--- config.mk ---
export PLATFORM = sky130hd
export DESIGN_NAME = fetch_stage
export DESIGN_NICKNAME = d
export VERILOG_FILES = /design/src/rtl/fetch_stage_pkg.sv /design/src/rtl/fetch_stage_if_id_register.sv /design/src/rtl/fetch_stage.sv
export SDC_FILE = /design/constraint.sdc
export NUM_CORES = 1
export LEC_CHECK = 0
export CAP_MARGIN = 20
export CELL_PAD_IN_SITES_DETAIL_PLACEMENT = 0
export CELL_PAD_IN_SITES_GLOBAL_PLACEMENT = 1
export CORE_UTILIZATION = 33
export CTS_CLUSTER_SIZE = 8
export DETAILED_ROUTE_END_ITERATION = 7
export GPL_TIMING_DRIVEN = 1
export PLACE_DENSITY = 0.89
export SLEW_MARGIN = 20
export SYNTH_ARGS = -nofsm -noshare
export SYNTH_HDL_FRONTEND = slang
export SYNTH_SLANG_ARGS = --single-unit
--- constraint.sdc ---
create_clock -name clock -period 2.96 [get_ports clock]
set_clock_uncertainty 0.15 [all_clocks]
set_input_delay 0.592 -clock clock [delete_from_list [all_inputs] [get_ports clock]]
set_output_delay 0.592 -clock clock [all_outputs]
set_load 0.005 [all_outputs]
--- src/rtl/fetch_stage_pkg.sv ---
// Shared fetch constants: NOP encoding and default reset PC / PC step,
// used by fetch, decode and the bench.
package fetch_stage_pkg;

   localparam logic [31:0] NOP_INSTR    = 32'h0000_0000;
   localparam logic [31:0] RESET_PC_DEF = 32'h0000_0000;
   localparam int          PC_STEP_DEF  = 4;

endpackage

--- src/rtl/fetch_stage_if_id_register.sv ---
// IF/ID pipeline register: valid/instr/pc/pc_four with load, squash and hold.
// Single-cycle; priority reset > squash > load > hold.
module if_id_register
   import fetch_stage_pkg::*;
(
   input  logic        clock,
   input  logic        reset,
   input  logic        load_i,
   input  logic        squash_i,
   input  logic [31:0] instr_i,
   input  logic [31:0] pc_i,
   input  logic [31:0] pc_four_i,
   output logic        valid_o,
   output logic [31:0] instr_o,
   output logic [31:0] pc_o,
   output logic [31:0] pc_four_o
);

   logic        valid_q;
   logic [31:0] instr_q;
   logic [31:0] pc_q;
   logic [31:0] pc_four_q;

   always_ff @(posedge clock) begin
      if (reset || squash_i) begin
         valid_q   <= 1'b0;
         instr_q   <= NOP_INSTR;
         pc_q      <= 32'h0;
         pc_four_q <= 32'h0;
      end else if (load_i) begin
         valid_q   <= 1'b1;
         instr_q   <= instr_i;
         pc_q      <= pc_i;
         pc_four_q <= pc_four_i;
      end
   end

   assign valid_o   = valid_q;
   assign instr_o   = instr_q;
   assign pc_o      = pc_q;
   assign pc_four_o = pc_four_q;

endmodule

--- src/rtl/fetch_stage.sv ---
// Instruction fetch: PC register, redirect/stall priority, IF/ID capture,
// sticky misaligned-redirect flag and saturating fetch counter.
module fetch_stage
   import fetch_stage_pkg::*;
#(
   parameter logic [31:0] RESET_PC = RESET_PC_DEF,
   parameter int          PC_STEP  = PC_STEP_DEF,
   parameter int          COUNT_W  = 16
) (
   input  logic               clock,
   input  logic               reset,
   output logic [31:0]        imem_addr,
   input  logic [31:0]        imem_data,
   input  logic               stall,
   input  logic               redirect,
   input  logic [31:0]        redirect_pc,
   output logic               id_valid,
   output logic [31:0]        id_instr,
   output logic [31:0]        id_pc,
   output logic [31:0]        id_pc_four,
   output logic               align_err,
   output logic [COUNT_W-1:0] fetch_count
);

   localparam logic [31:0] STEP = 32'(PC_STEP);

   logic [31:0]        pc_q, pc_d;
   logic [31:0]        pc_next_seq;
   logic               align_q, align_d;
   logic [COUNT_W-1:0] count_q, count_d;
   logic               load;

   assign pc_next_seq = pc_q + STEP;
   assign load        = !redirect && !stall;

   always_comb begin
      pc_d    = pc_q;
      align_d = align_q;
      count_d = count_q;
      if (redirect) begin
         pc_d = {redirect_pc[31:2], 2'b00};
         if (redirect_pc[1:0] != 2'b00)
            align_d = 1'b1;
      end else if (!stall) begin
         pc_d = pc_next_seq;
         if (count_q != {COUNT_W{1'b1}})
            count_d = count_q + 1'b1;
      end
   end

   always_ff @(posedge clock) begin
      if (reset) begin
         pc_q    <= RESET_PC;
         align_q <= 1'b0;
         count_q <= '0;
      end else begin
         pc_q    <= pc_d;
         align_q <= align_d;
         count_q <= count_d;
      end
   end

   if_id_register u_if_id (
      .clock     (clock),
      .reset     (reset),
      .load_i    (load),
      .squash_i  (redirect),
      .instr_i   (imem_data),
      .pc_i      (pc_q),
      .pc_four_i (pc_next_seq),
      .valid_o   (id_valid),
      .instr_o   (id_instr),
      .pc_o      (id_pc),
      .pc_four_o (id_pc_four)
   );

   assign imem_addr   = pc_q;
   assign align_err   = align_q;
   assign fetch_count = count_q;

endmodule

==> run summary, run 1 <==
The final non-filler cell total is 1136. The total placed instance area came out at 8478 sq um. The number of maximum-capacitance violations is 0.

STA classifies the critical path startpoint as a flop. The number of cells on the worst reg-to-reg path is 6. The overall routed net length came out at 17950 um.

The signal on the critical path passes through ha_1, nand3_4, or4_1, or4_1, a21oi_1, o21bai_1. The path with the worst hold slack has its endpoint at align_err. The total number of vias came out at 5519. The number of failing hold endpoints at the final stage is 0. The post-detailed-route via-to-cell ratio is 4.858. Of the post-synthesis cell area, the dominant cell type holds 0.4550. The power share of the combinational group came out at 0.108.

The flow ran to the end, but the final reports show violations. Summing all flip-flop and latch instances after layout gives 2803 sq um. After synthesis, the most frequently instantiated cells are 140 x sky130_fd_sc_hd__dfxtp_1, 119 x sky130_fd_sc_hd__nor2_1, 69 x sky130_fd_sc_hd__mux2i_1. In this run the critical register-to-register path is captured at imem_addr[30]. Entering global routing, the biggest net connects 55 pins. The minimum clock period after layout came out at 2.625 ns. The count of hold buffers inserted by post-cts repair is 0.

The number of H-tree levels came out at 4. Buffers inserted during clock tree synthesis total 17. The standard cell with the maximum stage delay on the critical path is sky130_fd_sc_hd__or4_1.

The data required time of the critical path is 3.15 ns. The checks that failed: design-rule violations. The total inserted antenna cells came out at 0. Dividing the synthesized area by the synthesized cell count gives 8.825 sq um.

The post-CTS setup buffer count is 0. Of the cells placed in the final design, the portion with a size suffix greater than 1 is 0.08159. The critical path's most frequent cell is sky130_fd_sc_hd__or4_1.

The maximum clock rate is 380.9 MHz. The startpoint identified for the worst hold timing path is align_err. The startpoint identified for the worst register-to-register timing path is imem_addr[3].

The final worst-path cycle share is 0.8868. The final cell area excluding filler cells is 9124 sq um. The clock share of power is 0.478. The starting utilization of the core area came out at 0.3394.

Overall power consumption after layout is estimated at 4.863 mW. Summed over all instances, the cell type with the most area after synthesis is sky130_fd_sc_hd__dfxtp_1. In this run the standard cell core region covers 18150 sq um. The data arrival time of the critical path came out at 2.82 ns.

The final-layout setup total negative slack came out at 0 ns. The maximum buffer depth of the clock tree is 2. The largest incremental delay on the critical path is 0.72 ns. The internal portion of the total power is 3.747 mW. The most used standard cell by instance count after synthesis is sky130_fd_sc_hd__dfxtp_1. The register area share after synthesis is 0.4550. After clock tree synthesis, the repair step resized 0 gates.

The gate count of the mapped netlist came out at 698. The max-slew violation total from the final report came out at 0. The count of flip-flops with a built-in enable after synthesis came out at 0. The sequential cell fraction of total power is 0.415. The total overflow left after global routing is 0. For the pin with the worst max-slew slack, the measured transition is 0.7515 ns. The worst setup path is of the flop to flop kind. The area overhead of the layout relative to synthesis is 48.12%. The register-to-register setup slack came out at 0.33 ns. The first global-routing pass estimated 28710 um of wire. The cell area after synthesis is 6160 sq um. The average wire per standard cell is 15.80 um. The number of placement rows is 49.

The worst hold path belongs to the class flop to flop. The fraction of power spent switching nets is 0.2295. Along the worst hold path, the cell count comes to 2.

The max-slew headroom at the worst pin is 0.4944. The root buffer cell chosen for the clock tree is sky130_fd_sc_hd__clkbuf_16. The total die area is 19220 sq um. The number of global-route vias before repair was 5220. The later pin in the worst-skew pair is clocked with a latency of 0.42 ns.

The worst hold margin is 0.3028 ns. Setup repair after global routing left no endpoint under its margin. The final HPWL from detailed placement is 12530 um. The critical-path maximum fanout came out at 10. The net count of the finished layout is 964. The clock transition at the registers of the reported paths is 0.06 ns. For this run, design rule violations remaining after detail routing come to 12. The analysis attributes to cell leakage a power of 3.458 nW. For this run, the leading register cell type out of synthesis is sky130_fd_sc_hd__dfxtp_1. In this run, distinct cell masters in the synthesized netlist total 51.

The share of synthesized registers carrying an async set or reset is 0. The number of I/O port buffers is 207. The total of flip-flops plus latches after synthesis is 140. The Yosys warning count is 0. TritonCTS built the clock tree. The pre-antenna-repair detailed-routing pass consisted of 8 iterations. The number of antenna-violating nets in the routed design came out at 0. The capturing element type of the critical path is a flop. In this run the vertical extent of the chip is 138.6 um. The final-report setup violation count came out at 0.

The number of placed instances, taps included is 1104. The layout has 1714 filler cells. The critical path buffer and inverter count is 0.

The maximum VDD drop is 0.4018 mV. The aggregate global-route resource usage is 0.1902. The width of the die is 138.6 um. Summing all multi-input logic gate instances after layout gives 3050 sq um. The analysis attributes to net switching a power of 1.116 mW. The global placement routability congestion came out at 0.8351.

The sink count of the clock tree is 140. The initial antenna violation count is 0. The areal power density over the cells is 533.0 nW/um^2. The detailed router's first-iteration violation count came out at 356. In the post-synthesis netlist, the biggest area contributors are sky130_fd_sc_hd__dfxtp_1 46%, sky130_fd_sc_hd__mux2i_1 11%, sky130_fd_sc_hd__nor2_1 7.3%, sky130_fd_sc_hd__xnor2_1 4.3%, sky130_fd_sc_hd__a21oi_1 4.1%. Among cell families on the critical path, the largest total delay comes from simple AND/OR/NAND/NOR gates. The number of top-level design ports is 214.
stage by stage:
step,worst slack [ns],utilization
finish,0.3350,0.5028
global route,0.1542,0.5028
CTS,0.3157,0.5028
detailed placement,0.3198,0.4672
global placement,0.3954,0.4672
floorplan,0.5490,-
cell type report:
class	count	area share
Multi-Input combinational cell	485	0.3343
Clock inverter	10	0.01769
Timing Repair Buffer	235	0.2501
Sequential cell	140	0.3072
Inverter	15	0.006171
Tap cell	229	0.03140
Clock buffer	22	0.05307
cell usage in the layout, fill, tap and decap left out, types with 4 or more instances in the layout:
cell type / count
sky130_fd_sc_hd__clkbuf_16: 17
sky130_fd_sc_hd__nand3_1: 14
sky130_fd_sc_hd__inv_1: 15
sky130_fd_sc_hd__dfxtp_1: 140
sky130_fd_sc_hd__buf_4: 28
sky130_fd_sc_hd__nor4_1: 9
sky130_fd_sc_hd__o21ai_0: 28
sky130_fd_sc_hd__a21oi_1: 50
sky130_fd_sc_hd__nor2b_1: 5
sky130_fd_sc_hd__a211oi_1: 5
sky130_fd_sc_hd__xnor2_1: 30
sky130_fd_sc_hd__clkdlybuf4s50_1: 204
sky130_fd_sc_hd__conb_1: 6
sky130_fd_sc_hd__and4_1: 5
sky130_fd_sc_hd__mux2i_1: 69
sky130_fd_sc_hd__xor2_1: 26
sky130_fd_sc_hd__o21a_1: 7
sky130_fd_sc_hd__nand2_1: 35
sky130_fd_sc_hd__nor2_1: 118
sky130_fd_sc_hd__nor3_1: 10
sky130_fd_sc_hd__nand4_1: 18
sky130_fd_sc_hd__clkbuf_8: 4
sky130_fd_sc_hd__bufinv_16: 4
kinds of logic after synthesis:
kind of cell             share of synthesized area
AND/OR/NAND/NOR                             0.1936
AO/OA/AOI/OAI                               0.1010
buffers and inverters                      0.05403
multiplexers                                0.1121
adder cells (fa/ha/maj)                   0.004062
XOR/XNOR                                   0.07963
flip-flops                                  0.4550
other                                    0.0006088
how the worst max path moves through the flow:
stage	startpoint	endpoint	slack (ns)	cells past startpoint
after global routing	imem_addr[3]	imem_addr[30]	0.15	6
after floorplan	imem_addr[2]	imem_addr[30]	0.55	7
final	imem_addr[3]	imem_addr[30]	0.33	6
after global placement	imem_addr[3]	imem_addr[30]	0.40	6
after detailed placement	imem_addr[3]	imem_addr[30]	0.32	6
after CTS	imem_addr[3]	imem_addr[30]	0.32	6
layer usage:
metal / up-vias / global-route usage / wire length (um)
met2: 193 / 0.3006 / 8134
met1: 2523 / 0.2402 / 8215
met5: - / 0 / 0
li1: 2789 / - / -
met3: 14 / 0.06906 / 1440
met4: 0 / 0.06199 / 161
worst min-delay path: cells and delay by family, from the launching register on:
| kind | cells | cell delay [ns] |
|---|---|---|
| AO/OA/AOI/OAI | 1 | 0.05 |
| buffers and inverters | 1 | 0.05 |
| flip-flops | 1 | 0.30 |
power groups by stage:
| stage | Combinational [mW] | Sequential (mW) | Clock (mW) |
|---|---|---|---|
| 2_1_floorplan | 0.255 | 2.04 | 0 |
| 3_3_place_gp | 0.523 | 2.06 | 0 |
| 3_5_place_dp | 0.526 | 2.06 | 0 |
| 4_1_cts | 0.530 | 2.02 | 2.38 |
| 5_1_grt | 0.569 | 2.03 | 2.47 |
| 6_report | 0.523 | 2.02 | 2.32 |
registers in the layout, summed over array words and instances, names as in the netlist:
name	flops
fetch_count	16
u_if_id.pc_four_o	30
imem_addr	30
u_if_id.valid_o	1
u_if_id.pc_o	30
u_if_id.instr_o	32
align_err	1
No activity file was read; power rests on OpenSTA's default activity.
==> run 2, diff against run 1 <==
--- a/config.mk
+++ b/config.mk
@@ -12,7 +12,7 @@
 export CTS_CLUSTER_SIZE = 8
 export DETAILED_ROUTE_END_ITERATION = 7
 export GPL_TIMING_DRIVEN = 1
-export PLACE_DENSITY = 0.89
+export PLACE_DENSITY = 0.77
 export SLEW_MARGIN = 20
 export SYNTH_ARGS = -nofsm -noshare
 export SYNTH_HDL_FRONTEND = slang
==> run summary, run 2 (synthesis results as in run 1) <==
The flow ran to the end, but the final reports show violations. The checks that failed: design-rule violations. The pin count of the biggest net entering global routing is 42. At the worst endpoint, the required time is 3.15 ns. In this run the horizontal extent of the chip is 138.6 um. The total overflow left after global routing is 0.

The count of hold buffers inserted by post-cts repair is 0. Across the VDD grid, the largest voltage drop is 0.3948 mV. In this run the critical register-to-register path is captured at imem_addr[30].

The data arrival time of the critical path came out at 2.85 ns. The minimum clock period after layout is 2.659 ns. Detailed routing inserted a total of 5458 vias. The max-slew violation total from the final report was 0. Detailed placement ended at an HPWL of 12700 um. Pin placement for this block handled 214 I/O pins. In the routed design, unresolved DRC markers number 13. The register with the most flip-flops in the layout has 32 of them.

The clock latency at the later pin of the worst-skew pair is 0.42 ns. Input and output buffers added on the ports amount to 207. For this run, the detailed router's first-pass iteration total came to 7. Max-cap violations in this run came to 0. The total inserted antenna cells is 0.

The number of placement rows came out at 49. In the layout the commonest cells are 204 x sky130_fd_sc_hd__clkdlybuf4s50_1, 140 x sky130_fd_sc_hd__dfxtp_1, 118 x sky130_fd_sc_hd__nor2_1. The final-report setup violation count came out at 0.

The worst register-to-register path begins at imem_addr[3]. The overall routed net length is 18110 um. The maximum clock rate came out at 376.0 MHz. Clock-pin slew was measured on the worst setup and hold paths at 0.06 ns.

The sink count of the clock tree came out at 140. met2 is the most crowded layer. The post-layout net count is 963. The placeable core area is 18150 sq um.

The tightest min-delay check is of the flop to flop type. The initial utilization of the core area, before any placement, comes to 0.3394. The library cell used most frequently in the layout, excluding fill and tap cells, is sky130_fd_sc_hd__clkdlybuf4s50_1. The average wire per standard cell came out at 15.97 um.

Overall power consumption after layout is estimated at 4.634 mW. The share of final-layout standard cells stronger than drive strength 1 is 0.08066. For the pin with the worst max-slew slack, the measured transition is 0.7310 ns.

The critical path class is flop to flop. The global placement routability congestion came out at 0.8089. For this run, global-route usage on met1 was measured as 0.2311. For the worst flop-to-flop path, the logic depth is 6. Of the available clock period, the critical path in the final layout requires 0.8984.

Setup repair after global routing left no endpoint under its margin. For this block, the initial DRC count from the detailed router was 395. For met2 alone, demand over resource in global routing was 0.3150. The clock tree root buffer cell is sky130_fd_sc_hd__clkbuf_16. Along the worst path, the maximum fanout reaches 10. The fraction of met3 tracks used by global routing is 0.07907. Measured against its own limit, the worst slew margin works out to 0.5082. The critical path starts at imem_addr[3]. The aggregate global-route resource usage came out at 0.1912. The post-CTS setup buffer count came out at 0.

The number of H-tree levels came out at 4. The number of global-route vias before repair came out at 5366. TritonCTS built the clock tree. In this run the worst setup path terminates at imem_addr[30]. The total die area came out at 19220 sq um.

Relative to the synthesized area, the layout overhead comes to 46.74%. Setup slack on the worst reg-to-reg path comes out at 0.30 ns. In this run the remaining antenna-violating nets after routing total 0. The areal power density over the cells is 512.7 nW/um^2. The chip height is 138.6 um. In this run the static leakage power is 3.399 nW. The worst setup path is launched from a flop. The capturing element type of the critical path is a flop.

The initial antenna violation count is 0. The first global-routing pass estimated 28920 um of wire. No sink is reached through more buffers than the 2 on the longest clock path. The final-layout setup total negative slack is 0 ns.

The post-detailed-route via-to-cell ratio is 4.813. The clock buffer count from CTS is 17. The number of resized instances in the post-cts repair step is 0.

Once layout is complete, the utilization of the core stands at 0.4981. The number of failing hold endpoints at the final stage was 0.
## run 2: changes by cell type in the layout (fill, tap and decap cells not counted)
cell	before	now
sky130_fd_sc_hd__buf_12	1	0
sky130_fd_sc_hd__bufinv_16	4	1
sky130_fd_sc_hd__clkbuf_1	1	0
sky130_fd_sc_hd__clkbuf_8	4	5
sky130_fd_sc_hd__clkinv_2	3	2
sky130_fd_sc_hd__clkinv_4	3	0
sky130_fd_sc_hd__clkinvlp_4	0	5
sky130_fd_sc_hd__inv_6	0	1
## run 2: how the worst min path moves through the flow
stage                     cells past startpoint             from         endpoint
after floorplan                               2        align_err        align_err
after global placement                        2  u_if_id.valid_o  u_if_id.valid_o
after detailed placement                      2  u_if_id.valid_o  u_if_id.valid_o
after CTS                                     2        align_err        align_err
after global routing                          2  u_if_id.valid_o  u_if_id.valid_o
final                                         2        align_err        align_err
## run 2: through the flow
step / setup WS, ns / instances / instance area [sq um] / hold WS, ns
4_1_cts: 0.2772 / 1134 / 9039 / 0.3042
2_1_floorplan: 0.5490 / 703 / 6178 / 0.2921
3_5_place_dp: 0.2480 / 1103 / 8458 / 0.2889
3_3_place_gp: 0.3454 / 1103 / 8458 / 0.2829
6_report: 0.3006 / 1134 / 9039 / 0.2995
5_1_grt: 0.1343 / 1134 / 9039 / 0.3309
## run 2: worst max-delay path, cell delays in order (launching register included)
cell and delay (ns):
sky130_fd_sc_hd__dfxtp_1 0.43, sky130_fd_sc_hd__ha_1 0.32, sky130_fd_sc_hd__nand3_4 0.16, sky130_fd_sc_hd__or4_1 0.73
sky130_fd_sc_hd__or4_1 0.46, sky130_fd_sc_hd__a21oi_1 0.21, sky130_fd_sc_hd__o21bai_1 0.13
## run 2: cell type report
class	count	area [sq um]
clock buffer	22	494.2
sequential	140	2803
tap	229	286.5
inverter	15	56.30
clock inverter	9	86.33
fill	1741	9109
timing repair buffer	234	2262
multi-input combinational	485	3050
## run 2: per-layer routing
metal  up-vias  share of wire
li1       2768              -
met1      2501           0.44
met5         -              0
met3         8          0.089
met4         0         0.0059
met2       181           0.46
## run 2: report_power, final
part           switching (mW)  total [mW]  internal, mW  leakage (nW)
Clock                   0.835        2.10          1.26         0.273
Combinational           0.224       0.519         0.295          1.99
Sequential             0.0680        2.02          1.95          1.14
Total                    1.13        4.63          3.51          3.40
